File: src/rtl/keypad_scanner.sv
// keypad_scanner: column scanner and debouncer for a 4x4 active-low hex keypad.
//
// Drives one column low at a time, samples the synchronised rows, and once a single
// key has been stable for DEBOUNCE_CYCLES it publishes the hex code together with a
// one-cycle strobe. The key must then be released (also debounced) before scanning
// resumes, so a held key never repeats.
//
// Ports:
//   clk              system clock
//   rst              asynchronous active-high reset
//   row[3:0]         keypad rows, active-low, asynchronous to clk
//   col[3:0]         column drive, active-low, exactly one bit low
//   key_code[3:0]    hex code of the last accepted key
//   is_a_key_pressed one-cycle strobe on press acceptance
//   key_held         high from press acceptance until the release is debounced
module keypad_scanner #(
  parameter int unsigned SCAN_CYCLES     = 1000,
  parameter int unsigned DEBOUNCE_CYCLES = 100000
) (
  input  logic       clk,
  input  logic       rst,
  input  logic [3:0] row,
  output logic [3:0] col,
  output logic [3:0] key_code,
  output logic       is_a_key_pressed,
  output logic       key_held
);

  localparam int unsigned ScanW = $clog2(SCAN_CYCLES);
  localparam int unsigned DbW   = $clog2(DEBOUNCE_CYCLES);
  localparam logic [ScanW-1:0] ScanLast = ScanW'(SCAN_CYCLES - 1);
  localparam logic [DbW-1:0]   DbLast   = DbW'(DEBOUNCE_CYCLES - 1);

  typedef enum logic [1:0] {StScan, StDebounce, StHeld, StRelease} state_e;

  state_e           state_q, state_d;
  logic [3:0]       row_meta_q, row_s_q;
  logic [1:0]       col_idx_q, col_idx_d;
  logic [ScanW-1:0] scan_cnt_q, scan_cnt_d;
  logic [DbW-1:0]   db_cnt_q, db_cnt_d;
  logic [DbW-1:0]   rel_cnt_q, rel_cnt_d;
  logic [1:0]       cand_row_q, cand_row_d;
  logic [1:0]       cand_col_q, cand_col_d;
  logic [3:0]       col_q, col_d;
  logic [3:0]       key_code_q, key_code_d;
  logic             strobe_q, strobe_d;
  logic             key_held_q, key_held_d;

  logic             row_one;
  logic [1:0]       row_enc;
  logic [3:0]       cand_pat;

  function automatic logic [3:0] key_map(input logic [1:0] r, input logic [1:0] c);
    logic [3:0] k;
    case ({r, c})
      4'h0: k = 4'h1;
      4'h1: k = 4'h2;
      4'h2: k = 4'h3;
      4'h3: k = 4'hA;
      4'h4: k = 4'h4;
      4'h5: k = 4'h5;
      4'h6: k = 4'h6;
      4'h7: k = 4'hB;
      4'h8: k = 4'h7;
      4'h9: k = 4'h8;
      4'hA: k = 4'h9;
      4'hB: k = 4'hC;
      4'hC: k = 4'h0;
      4'hD: k = 4'hF;
      4'hE: k = 4'hE;
      default: k = 4'hD;
    endcase
    return k;
  endfunction

  // Two-flop synchroniser; idle rows read as all-high.
  always_ff @(posedge clk or posedge rst) begin
    if (rst) begin
      row_meta_q <= 4'hF;
      row_s_q    <= 4'hF;
    end else begin
      row_meta_q <= row;
      row_s_q    <= row_meta_q;
    end
  end

  // Exactly one row low is a valid single key; anything else is idle or ghosting.
  always_comb begin
    row_one = 1'b1;
    row_enc = 2'd0;
    case (row_s_q)
      4'b1110: row_enc = 2'd0;
      4'b1101: row_enc = 2'd1;
      4'b1011: row_enc = 2'd2;
      4'b0111: row_enc = 2'd3;
      default: row_one = 1'b0;
    endcase
  end

  assign cand_pat = ~(4'b0001 << cand_row_q);

  always_comb begin
    state_d    = state_q;
    col_idx_d  = col_idx_q;
    scan_cnt_d = scan_cnt_q;
    db_cnt_d   = db_cnt_q;
    rel_cnt_d  = rel_cnt_q;
    cand_row_d = cand_row_q;
    cand_col_d = cand_col_q;
    key_code_d = key_code_q;
    strobe_d   = 1'b0;
    key_held_d = key_held_q;

    unique case (state_q)
      StScan: begin
        if (scan_cnt_q == ScanLast) begin
          scan_cnt_d = '0;
          if (row_one) begin
            cand_row_d = row_enc;
            cand_col_d = col_idx_q;
            db_cnt_d   = '0;
            state_d    = StDebounce;
          end else begin
            col_idx_d = col_idx_q + 2'd1;
          end
        end else begin
          scan_cnt_d = scan_cnt_q + ScanW'(1);
        end
      end
      StDebounce: begin
        if (row_s_q == cand_pat) begin
          if (db_cnt_q == DbLast) begin
            state_d    = StHeld;
            key_code_d = key_map(cand_row_q, cand_col_q);
            strobe_d   = 1'b1;
            key_held_d = 1'b1;
          end else begin
            db_cnt_d = db_cnt_q + DbW'(1);
          end
        end else begin
          // Bounce: rescan the same column from the start.
          state_d    = StScan;
          scan_cnt_d = '0;
        end
      end
      StHeld: begin
        if (row_s_q == 4'hF) begin
          state_d   = StRelease;
          rel_cnt_d = '0;
        end
      end
      StRelease: begin
        if (row_s_q == 4'hF) begin
          if (rel_cnt_q == DbLast) begin
            key_held_d = 1'b0;
            state_d    = StScan;
            col_idx_d  = col_idx_q + 2'd1;
            scan_cnt_d = '0;
          end else begin
            rel_cnt_d = rel_cnt_q + DbW'(1);
          end
        end else begin
          state_d = StHeld;
        end
      end
      default: state_d = StScan;
    endcase
  end

  // Column drive is registered from the next column index so it changes with col_idx_q.
  assign col_d = ~(4'b0001 << col_idx_d);

  always_ff @(posedge clk or posedge rst) begin
    if (rst) begin
      state_q    <= StScan;
      col_idx_q  <= 2'd0;
      scan_cnt_q <= '0;
      db_cnt_q   <= '0;
      rel_cnt_q  <= '0;
      cand_row_q <= 2'd0;
      cand_col_q <= 2'd0;
      col_q      <= 4'b1110;
      key_code_q <= 4'h0;
      strobe_q   <= 1'b0;
      key_held_q <= 1'b0;
    end else begin
      state_q    <= state_d;
      col_idx_q  <= col_idx_d;
      scan_cnt_q <= scan_cnt_d;
      db_cnt_q   <= db_cnt_d;
      rel_cnt_q  <= rel_cnt_d;
      cand_row_q <= cand_row_d;
      cand_col_q <= cand_col_d;
      col_q      <= col_d;
      key_code_q <= key_code_d;
      strobe_q   <= strobe_d;
      key_held_q <= key_held_d;
    end
  end

  assign col              = col_q;
  assign key_code         = key_code_q;
  assign is_a_key_pressed = strobe_q;
  assign key_held         = key_held_q;

endmodule

File: config.mk
export PLATFORM = sky130hd
export DESIGN_NAME = keypad_scanner
export DESIGN_NICKNAME = d
export VERILOG_FILES = /design/src/rtl/keypad_scanner.sv
export SDC_FILE = /design/constraint.sdc
export NUM_CORES = 1
export LEC_CHECK = 0
export CAP_MARGIN = 20
export CORE_ASPECT_RATIO = 0.9
export CORE_UTILIZATION = 31
export DETAILED_ROUTE_END_ITERATION = 10
export SYNTH_ARGS = -nofsm -noshare
export SYNTH_HDL_FRONTEND = slang
export SYNTH_SLANG_ARGS = --single-unit
File: constraint.sdc
create_clock -name clk -period 3.3 [get_ports clk]
set_input_delay 0.33 -clock clk [delete_from_list [all_inputs] [get_ports clk]]
set_output_delay 0.33 -clock clk [all_outputs]
set_load 0.01 [all_outputs]
Yosys cells after proc, flatten, opt, wreduce, memory -nomap -nowiden. Memory sizes are Yosys's and may differ from the RTL's. A register that Yosys moved wholly into a read port is not among the register bits. Cells that the tools add are included.

Bitwise logic cells: 2. Shift operators: 2. Order comparisons: 0. $add $sub $neg: 4. Reduce and logical (&&, ||, !) cells: 13. Equal/unequal tests: 24. Multipliers: 0. Multiplexer cells: 37. Div/mod/pow operators: 0.

Operators by type and width (count): $mux W17 (7); $pmux W17 S2 (2); $mux W10 (4); $add A17 B1 Y17 const B (2); $eq A17 B17 Y1 const B (2); $pmux W10 S3 (1); $mux W2 (11); $ne A2 B2 Y1 const B (10); $eq A4 B4 Y1 const B (4); $reduce_and A5 Y1 (3); $add A10 B1 Y10 const B (1); $eq A10 B10 Y1 const B (1); $mux W1 (8); $not A4 Y4 (2); $pmux W2 S4 (1); $reduce_and A4 Y1 (2); $shl A1 B2 Y4 const A (2); $ne A3 B3 Y1 const B (2); $pmux W2 S3 (1); $reduce_and A3 Y1 (2); $reduce_bool A2 Y1 (3); $eq A2 B2 Y1 const B (2); $eq A4 B3 Y1 const B (1); $eq A4 B4 Y1 (1); other kinds (7) (7).

Memories kept: 1. Input bits: 6. Memory bits (writable): 0. Bits in read-only memories: 64. Latch bits: 0. Output and inout port bits: 10. Flip-flop bits (word level): 66. Logic and storage cells: 95.

Memories: (no name shown) (depth 16, bits a word 4, rd ports 1, clocked after Yosys merged registers in 1, wr ports 0, line 55) `case ({r, c})`.

Logic depth before layout (Yosys ltp).
Depth in word-level cells: 8. Mapped depth: 9. Gate-level depth less buffers: 8.

Worst setup path before layout. OpenSTA, ideal clock, no wires.

Kind: register to register. Start: register rel_cnt_q[14]. End: register state_q[1]. Required time: 3.175 ns. Stages on the path, launching flop included: 8. Slack: 0.676 ns. Library setup time: 0.125 ns. Path buffers: 1. Arrival: 2.499 ns. Period minus slack after synthesis: 2.624 ns. Cell sequence: dfrtp_1 or4_1 or4_4 and2_4 buf_6 a211o_1 a31oi_4 mux2_4.

Longest elaborated chain between the ends: 3.

RTL lines: start, declared (line 41) `logic [DbW-1:0] rel_cnt_q, rel_cnt_d;`; start signal, assigned (line 191) `rel_cnt_q <= rel_cnt_d;`; $eq A17 B17 Y1 (line 154) `if (rel_cnt_q == DbLast) begin`; $ne A3 B3 Y1 (no line); $reduce_and A5 Y1 (no line); end signal, assigned (line 175) `state_q <= StScan;`; end signal, assigned (line 187) `state_q <= state_d;`; end, declared (line 36) `state_e state_q, state_d;`.

Every way passes these cells. A chain may end at the register's enable or synchronous reset.

Worst setup path in the final report.
Start: register rel_cnt_q[14]. End: register scan_cnt_q[2].

Longest elaborated chain between the ends: 3.

RTL lines: $eq A17 B17 Y1 (line 154); $ne A2 B2 Y1 (no line); $reduce_and A4 Y1 (no line); end signal, assigned (line 189) `scan_cnt_q <= scan_cnt_d;`; end, declared (line 39) `logic [ScanW-1:0] scan_cnt_q, scan_cnt_d;`.

Every way passes these cells.

==> impl_results.md <==
- Seq pwr share: 47.7%
- Internal: 1.447 mW
- Distinct cells, synth: 62
- Tightest Pin Transition: 635.5 ps
- Slew HR: ~57%
- Switching pwr: 389.8 µW
- Port Buf Inserts: 15
- Startpoint types: flip-flop
- Overall routed net length: between 7000 and 8000 µm
- Post-Syn Nets: 412
- Final TNS setup: 0 ps
- Fin crit period: about 2700 ps
- Routability cong.: 0.8036
- Leak: about 1.9 nW
- Fin crit share: 81.85%
- Post-synth EDFFs: 0
- CP Capture Type: flip-flop
- Syn Inst Count: 395
- Max clock buf depth: 2
- Row cnt: 38
- CP Class: reg2reg
- Ports: 16
- Comb pwr share: around 2.1%
- Dpl hpwl: 5419 µm
- GRT Residual Overflow: 0
- Vias: 2922
- Async set-or-reset flop fraction in the synthesized netlist: 100.0%
- Largest net degree at the start of global routing: 38
- Top FF cell, synth: dfrtp_1
- Diode count: 0
- Final Setup Violations: 0
- Outcome: finished, final reports clean
- # resized after CTS: 0
- Clk_lat worst skew: between 300 and 400 ps
- Hold WC Path Type: in2async
- Mapped Area: 3810 µm²
- Max H-tree Level: 3
- Die area: 12740 µm²
- Clock Pin Slew Worst Setup and Hold Paths: 60 ps
- CTS Root Cell: clkbuf_16
- Initial Util: 31.67%
- Fill count: ~1200
- Max VDD drop: ~0.23 mV
- Number of setup buffers added after CTS: 0
- Worst path arrival time: 2930 ps
- Unrepaired setup endpoints after global routing: false
- Pins Over Slew Limit: 0
- Initial antenna violation count: 0
- # hold bufs at CTS: 0
- Leading area contributor after synthesis: dfrtp_1
- Critical path data required time: between 3000 and 4000 ps
- Vias in the first global route: 2879
- Layout Skew: 8.040 ps
- Ys Warns: 0
- CTS tree: built
- CTS buffer count: 9
- Nets: 426
- FMAX: about 0.37 GHz
- Reg-to-Reg Start: rel_cnt_q[14]$_DFFE_PP0P_
- Chip width: 118.9 µm
- Clock power frac: 50.2%
- Syn_area_per_cell: 9.645 µm²
- GRT Resource Usage Total: ~13%
- PD cells: approximately 420 nW/µm²
- First-pass GRT wire length: 13770 µm
- TritonCTS Sinks: 70
- Synth Register Bits: 70
- Share of layout cells above drive strength 1: between 10% and 20%
- Final ANT Viol Nets: 0
- CP Launch Point: rel_cnt_q[14]$_DFFE_PP0P_
- Register area share after synthesis: 46.34%
- Worst-path fanout max: 11
- Pre-Repair DR Iteration Count: 5
- DRC: 0
- Initial DRC count: 135
- Largest cells by area after synthesis: dfrtp_1 (39%), dfstp_2 (7.6%), xor2_1 (4.6%)
- Core Region: 12030 µm²
- Max_cap viols: 0
- R2R Setup Slk: 600 ps
- Wire length per cell: 13.61 µm
- Final Util: a little over a third
- Area Growth Syn to Fin: 15.21%
- Top-area cell type share of the netlist area: 38.75%
- Vias/cell: 5.091
- Die Ht: 107.2 µm
- Hold Fails Final Rpt: 0
- Sw Share: 21.22%
[synth_stat cells (all sizes together), types with 3 or more instances]
master,count
nor3,3
a31oi,3
and2,6
nor3b,4
and4,3
nor2,42
nor2b,3
and3,14
a21oi,14
or3,6
o21ai,27
clkbuf,13
o31ai,6
nand2,30
nand3,20
nand4,20
mux2i,5
or4,3
buf,4
mux2,7
ha,11
inv,14
dfstp,11
xnor2,6
xor2,20
dfrtp,59
nand4b,3
nand2b,6
nor4,3
and3b,3
[area by class of cell]
type | count | area, µm² | area share [%]
Sequential cell | 70 | 1765 | 40.22
Inverter | 14 | 52.55 | 1.197
Clock inverter | 4 | 20.02 | 0.4561
Timing Repair Buffer | 21 | 207.7 | 4.732
Clock buffer | 12 | 266.5 | 6.072
Multi-Input combinational cell | 293 | 1877 | 42.76
Tap cell | 160 | 200.2 | 4.561
[registers in the layout, summed over array words and instances, names as in the netlist, 2 cells and up]
name,cells
db_cnt_q,17
col,4
state_q,2
col_idx_q,2
rel_cnt_q,17
scan_cnt_q,10
cand_col_q,2
row_s_q,4
cand_row_q,2
key_code,4
row_meta_q,4
[placed cells by master (no fill, tap or decap), drive strengths merged, types with 6 or more instances in the layout]
master and count:
nor2 42, nand3 20, or3 6, dfstp 11, o21ai 27, nand4 20
and2 6, clkbuf 12, o31ai 6, dfrtp 59, nand2 30, nand2b 6
clkdlybuf4s50 15, xnor2 6, and3 14, inv 14, xor2 20, buf 6
a21oi 14, mux2 7, ha 11
[kinds of logic after synthesis]
kind of cell	after synthesis	synth area share, %
XOR/XNOR	26	5.977
adder cells (fa/ha/maj)	11	3.612
AO/OA/AOI/OAI	69	11.53
flip-flops	70	46.34
AND/OR/NAND/NOR	175	24.66
multiplexers	12	3.481
buffers and inverters	32	4.400
[worst paths after layout]
check | endpoint | depth (start not counted)
setup reg to reg | scan_cnt_q[2]$_DFFE_PP0P_ | 6
setup / recovery | scan_cnt_q[2]$_DFFE_PP0P_ | 6
hold reg to reg | row_s_q[3]$_DFF_PP1_ | 0
hold / removal | rel_cnt_q[0]$_DFFE_PP0P_ | 2
min in group clk | row_s_q[3]$_DFF_PP1_ | 0
max in group asynchronous | row_s_q[1]$_DFF_PP1_ | 3
[power by group through the flow]
stage	logic [mW]	clock network (mW)	registers (mW)
floorplan	0.0319	0	0.884
global placement	0.0397	0	0.889
detailed placement	0.0407	0	0.890
CTS	0.0407	0.947	0.875
global route	0.0448	0.985	0.876
finish	0.0392	0.922	0.875
[stage by stage]
stage                     power (mW)  setup slack [ps]  std cells  hold slack, ps  instance area [µm²]
final                          1.837             598.9        574           325.2                 4389
after global routing           1.906             498.7        574           359.1                 4389
after CTS                      1.862             591.9        574           330.9                 4389
after detailed placement      0.9303             610.1        558           347.5                 4103
after global placement        0.9286             655.2        558           345.7                 4103
after floorplan               0.9160             676.3        395           334.5                 3810
[metal layers]
layer	up-vias	global-route usage, %	wire length [µm]
met4	0	3.888	89
li1	1430	-	-
met3	8	4.309	223
met2	34	22.14	3614
met1	1450	16.97	3883
met5	-	0	0
[worst max-delay path: stages (launching register included)]
cell,delay [ps]
dfrtp_1,400
or4_1,530
or4_4,590
o21a_1,240
a211o_1,430
o21bai_1,220
a21o_1,180
Power figures use the tool's default switching activity.
